$ cat src/rtl/dlatch_bank.sv
// dlatch_bank: a bank of DEPTH words, each WIDTH bits wide, with a valid
// flag per entry. All state is edge-triggered on clk, and reset is
// asynchronous and active-low.
//
// Operating modes:
//   00  hold
//   01  addressed write
//   10  shift towards entry DEPTH-1
//   11  synchronous clear
//
// Read side:
//   dout / dout_n  entry[raddr] and its complement (combinational read).
//                  An out-of-range raddr reads as zero.
//   valid          per-entry valid flags.
//   count          popcount of valid.
//
// Shift-out side:
//   so_data        last valid word shifted out of entry DEPTH-1.
//   so_valid       one-cycle pulse after a shift that pushed out a valid word.
//
// Ports:
//   clk      input   1      clock
//   reset    input   1      asynchronous active-low reset
//   mode     input   2      operating mode
//   waddr    input   AW     write address (mode 01)
//   din      input   WIDTH  write data / shift-in data
//   raddr    input   AW     read address
//   dout     output  WIDTH  read data
//   dout_n   output  WIDTH  complement of dout
//   valid    output  DEPTH  valid flags
//   count    output  CW     number of valid entries
//   so_data  output  WIDTH  shifted-out word
//   so_valid output  1      shifted-out word strobe
module dlatch_bank #(
  parameter int WIDTH = 8,
  parameter int DEPTH = 4,
  localparam int AW = ($clog2(DEPTH) > 1) ? $clog2(DEPTH) : 1,
  localparam int CW = $clog2(DEPTH + 1)
) (
  input  logic             clk,
  input  logic             reset,
  input  logic [1:0]       mode,
  input  logic [AW-1:0]    waddr,
  input  logic [WIDTH-1:0] din,
  input  logic [AW-1:0]    raddr,
  output logic [WIDTH-1:0] dout,
  output logic [WIDTH-1:0] dout_n,
  output logic [DEPTH-1:0] valid,
  output logic [CW-1:0]    count,
  output logic [WIDTH-1:0] so_data,
  output logic             so_valid
);

  localparam logic [1:0] MODE_HOLD  = 2'b00;
  localparam logic [1:0] MODE_WRITE = 2'b01;
  localparam logic [1:0] MODE_SHIFT = 2'b10;
  localparam logic [1:0] MODE_CLEAR = 2'b11;

  // One extra bit so that DEPTH itself is representable for the range checks.
  localparam logic [AW:0] DEPTH_LIM = (AW + 1)'(DEPTH);

  logic [WIDTH-1:0] mem_q [DEPTH];
  logic [WIDTH-1:0] mem_d [DEPTH];
  logic [DEPTH-1:0] valid_q, valid_d;
  logic [WIDTH-1:0] so_data_q, so_data_d;
  logic             so_valid_q, so_valid_d;

  logic             waddr_ok_s;
  logic             raddr_ok_s;
  logic [WIDTH-1:0] dout_s;
  logic [CW-1:0]    count_s;

  // The address width can be wider than the entry range when DEPTH is not a
  // power of two, so both addresses are range-checked.
  assign waddr_ok_s = ({1'b0, waddr} < DEPTH_LIM);
  assign raddr_ok_s = ({1'b0, raddr} < DEPTH_LIM);

  // Next-state logic for the array, the valid flags and the shift-out register.
  always_comb begin
    mem_d      = mem_q;
    valid_d    = valid_q;
    so_data_d  = so_data_q;
    so_valid_d = 1'b0;
    case (mode)
      MODE_HOLD: begin
        so_valid_d = 1'b0;
      end
      MODE_WRITE: begin
        if (waddr_ok_s) begin
          mem_d[waddr]   = din;
          valid_d[waddr] = 1'b1;
        end else begin
          valid_d = valid_q;
        end
      end
      MODE_SHIFT: begin
        for (int i = DEPTH - 1; i >= 1; i--) begin
          mem_d[i]   = mem_q[i-1];
          valid_d[i] = valid_q[i-1];
        end
        mem_d[0]   = din;
        valid_d[0] = 1'b1;
        so_valid_d = valid_q[DEPTH-1];
        // A word that was never valid does not overwrite the last good
        // shifted-out word.
        if (valid_q[DEPTH-1]) begin
          so_data_d = mem_q[DEPTH-1];
        end else begin
          so_data_d = so_data_q;
        end
      end
      MODE_CLEAR: begin
        for (int i = 0; i < DEPTH; i++) begin
          mem_d[i] = '0;
        end
        valid_d = '0;
      end
      default: begin
        so_valid_d = 1'b0;
      end
    endcase
  end

  // State registers with asynchronous active-low reset.
  always_ff @(posedge clk or negedge reset) begin
    if (!reset) begin
      for (int i = 0; i < DEPTH; i++) begin
        mem_q[i] <= '0;
      end
      valid_q    <= '0;
      so_data_q  <= '0;
      so_valid_q <= 1'b0;
    end else begin
      mem_q      <= mem_d;
      valid_q    <= valid_d;
      so_data_q  <= so_data_d;
      so_valid_q <= so_valid_d;
    end
  end

  // Combinational read port; an out-of-range address reads as zero.
  always_comb begin
    if (raddr_ok_s) begin
      dout_s = mem_q[raddr];
    end else begin
      dout_s = '0;
    end
  end

  // Popcount of the valid flags.
  always_comb begin
    count_s = '0;
    for (int i = 0; i < DEPTH; i++) begin
      count_s = count_s + CW'(valid_q[i]);
    end
  end

  assign dout     = dout_s;
  assign dout_n   = ~dout_s;
  assign valid    = valid_q;
  assign count    = count_s;
  assign so_data  = so_data_q;
  assign so_valid = so_valid_q;

endmodule

$ cat config.mk
export PLATFORM = sky130hd
export DESIGN_NAME = dlatch_bank
export DESIGN_NICKNAME = d
export VERILOG_FILES = /design/src/rtl/dlatch_bank.sv
export SDC_FILE = /design/constraint.sdc
export NUM_CORES = 1
export LEC_CHECK = 0
export BUFFER_PORTS_ARGS = -buffer_cell sky130_fd_sc_hd__buf_2
export CAP_MARGIN = 10
export CORE_MARGIN = 2
export CORE_UTILIZATION = 44
export CTS_BUF_LIST = sky130_fd_sc_hd__clkbuf_2
export CTS_CLUSTER_DIAMETER = 150
export DETAILED_ROUTE_END_ITERATION = 6
export PLACE_DENSITY = 0.66
export SLEW_MARGIN = 20
export SYNTH_ARGS = -nofsm -noshare
export SYNTH_HDL_FRONTEND = slang
export SYNTH_SLANG_ARGS = --single-unit
$ cat constraint.sdc
create_clock -name clk -period 1.8 [get_ports clk]
set_input_delay 0.09 -clock clk [delete_from_list [all_inputs] [get_ports clk]]
set_output_delay 0.09 -clock clk [all_outputs]
set_load 0.01 [all_outputs]
==> out/metrics.yaml <==
sta:
  finClkSkew_ns: 0.0151
  period_minus_slack_ns: 2.03
  maxSlewHeadroom: 0.518
  worst_slack_ns: -0.233
  final-max-slew-violation-count: 0
  max_freq_ghz: 0.492
  rsz0062_at_grt: "yes"
  tightest_slew_ns: 0.723
  hold_viol_final: 0
  fin_crit_sh: 1.13
  setup_viol: 3
worst_setup_path:
  crit_required_ns: 1.71
  crit_path_start_kind: "flip-flop"
  arrival_ns: 1.94
  cpPeakStageDelay_ns: 0.54
  worst-path-max-fanout: 2
  worst-setup-path-type: "flip-flop to output pin"
  worst_path_max_delay_cell: "fa_1"
  end_kind: "output pin"
  crit_chain: "inv_2, fa_1, inv_2, ha_4, ha_4, buf_6"
clocking:
  h-tree-depth: 2
  clk_latency_ns: 0.40
  clockBufferDepth: 2
  ctsRootBufferMaster: "clkbuf_2"
  cts_tree: "yes"
  cts_made_buffers: 5
  cts.sinks: 45
  clkTransAtPathRegs_ns: 0.23
power:
  power_density_nw_per_um2: 842
  peakVddDrop_uv: 345
  p_leak_uw: 0.00138
floorplanning:
  fp.dieH_um: 79.0
  die_area_um2: 6240
  rows: 27
  core_area_um2: 5470
  die_x_um: 79.0
  ios: 48
  start_util: 0.452
run_status:
  status: "finished with violations"
  violations: "negative setup slack"
logic_synthesis:
  ys_seq_elements: 45
  syn_nets: 224
  synth_area_um2: 2470
  synth_edf_count: 0
  asyncSetResetFlopFracSynth: 1.00
  yosys.cell_types.count: 32
  synth_warnings: 0
  ys_seq_area_frac: 0.455
  syn_area_per_cell_um2: 12.1
  ys.flop_type: "dfrtp_1"
  syn_inst: 205
hold_path:
  hold_class: "input port to flip-flop"
global_route:
  grtUsageTotal: 0.202
  grt.overflow.total: 0
  grt_first_pass_wirelength_um: 9750
  antenna_found_initial: 0
  grt_max_degree: 33
  grt_pass1_vias: 1833
cells_and_area:
  drive_gt1_frac: 0.392
  final_area_um2: 2890
  instances_no_fill: 327
  fill_cells: 507
  syn_to_final_growth_pct: 16.9
  ff_latch_area_um2: 1130
  final_common_cell: "dfrtp_1"
  diodes: 0
  final_cell_mix: "dfrtp_1 (45), buf_2 (44), a22oi_1 (23), mux2i_1 (23), o22ai_1 (23)"
  layout.nets: 273
  multiInputGateArea_um2: 1220
routing:
  drt_iter0_drc: 220
  drc: 0
  final_antenna_net_count: 0
  viasPerCell: 5.85
  wl_per_cell_um: 18.0
  vias: 1913
  first_pass_iters: 4
  wl_um: 5870
place:
  postPlaceCellArea_um2: 2760
  gp_congestion: 0.746
  numPortBuffers: 47
  dp_cells: 313
  dp_hpwl_um: 3870
job:
  drv_cap: 0
==> cells in the mapped netlist, drive strengths merged, types with 2 or more instances <==
cell type	count	area (um2)
mux2	16	180
ha	2	25.0
a22oi	23	173
o22ai	23	144
mux4	8	180
dfrtp	45	1130
a22o	8	70.1
clkbuf	7	26.3
buf	11	70.1
o21ai	3	15.0
mux2i	23	230
nor2	3	11.3
nand2	4	17.5
nor3b	3	38.8
inv	15	56.3
==> report_power, final <==
| part | internal (uW) | switching, uW | leakage [uW] |
|---|---|---|---|
| Clock | 115 | 321 | 0.0000332 |
| Combinational | 380 | 359 | 0.000756 |
| Sequential | 1150 | 110 | 0.000592 |
==> per-layer routing <==
layer | routed length [um] | global-route usage | part of all wire
met5 | 0 | 0 | 0
met4 | 37 | 0.0397 | 0.0063
met3 | 283 | 0.0386 | 0.048
met2 | 2750 | 0.314 | 0.47
met1 | 2800 | 0.297 | 0.48
==> final cells by class <==
type                    instances  share of cell area
multi-input cells             127               0.422
clock buffers                   8              0.0138
flip-flops and latches         45               0.389
inverters                      15              0.0195
repair buffers                 60               0.124
well taps                      72              0.0312
==> metrics by stage <==
| stage | total power, uW | setup slack [ns] | hold WS, ns | utilization | TNS (ns) |
|---|---|---|---|---|---|
| after floorplan | 1710 | 0.210 | -0.206 | - | 0 |
| after global placement | 1940 | 0.188 | 0.185 | 0.503 | 0 |
| after detailed placement | 1960 | 0.168 | 0.187 | 0.503 | 0 |
| after CTS | 2450 | -0.251 | 0.0238 | 0.527 | -0.513 |
| after global routing | 2580 | -0.353 | 0.0298 | 0.528 | -0.815 |
| final | 2440 | -0.233 | 0.0439 | 0.528 | -0.465 |
==> logic make-up after synthesis <==
kind of cell / after synthesis / share of synthesized area
adder cells (fa/ha/maj): 3 / 0.0182
flip-flops: 45 / 0.455
buffers and inverters: 33 / 0.0617
AND/OR/NAND/NOR: 16 / 0.0450
multiplexers: 47 / 0.239
AO/OA/AOI/OAI: 61 / 0.181
==> timing repair <==
action / in CTS / in global routing
endpoints found under the setup margin: 3 / 3
pin swaps: 0 / 2
endpoints found under the hold margin: 34 / 0
gates resized for setup: 10 / 1
setup buffers: 2 / 1
hold buffers: 3 / 0
==> worst paths after layout <==
| path | from | to | slack [ns] | cells past startpoint |
|---|---|---|---|---|
| min in group asynchronous | reset | async pin | 0.24 | 2 |
| max in group asynchronous | reset | async pin | 0.97 | 3 |
| min | din[3] | flip-flop | 0.04 | 3 |
| max | valid[3]$_DFFE_PN0P_ | count[1] | -0.23 | 6 |
| min reg2reg | so_data[7]$_DFFE_PN0P_ | so_data[7]$_DFFE_PN0P_ | 0.53 | 1 |
| max reg2reg | valid[3]$_DFFE_PN0P_ | so_data[2]$_DFFE_PN0P_ | 0.51 | 3 |
==> critical path: cells and delay by family (launching register included) <==
family | cells | cell delay, ns
buffers and inverters | 3 | 0.20
adder cells (fa/ha/maj) | 3 | 0.92
flip-flops | 1 | 0.41
Note: power is estimated with default switching activity, not from simulation.
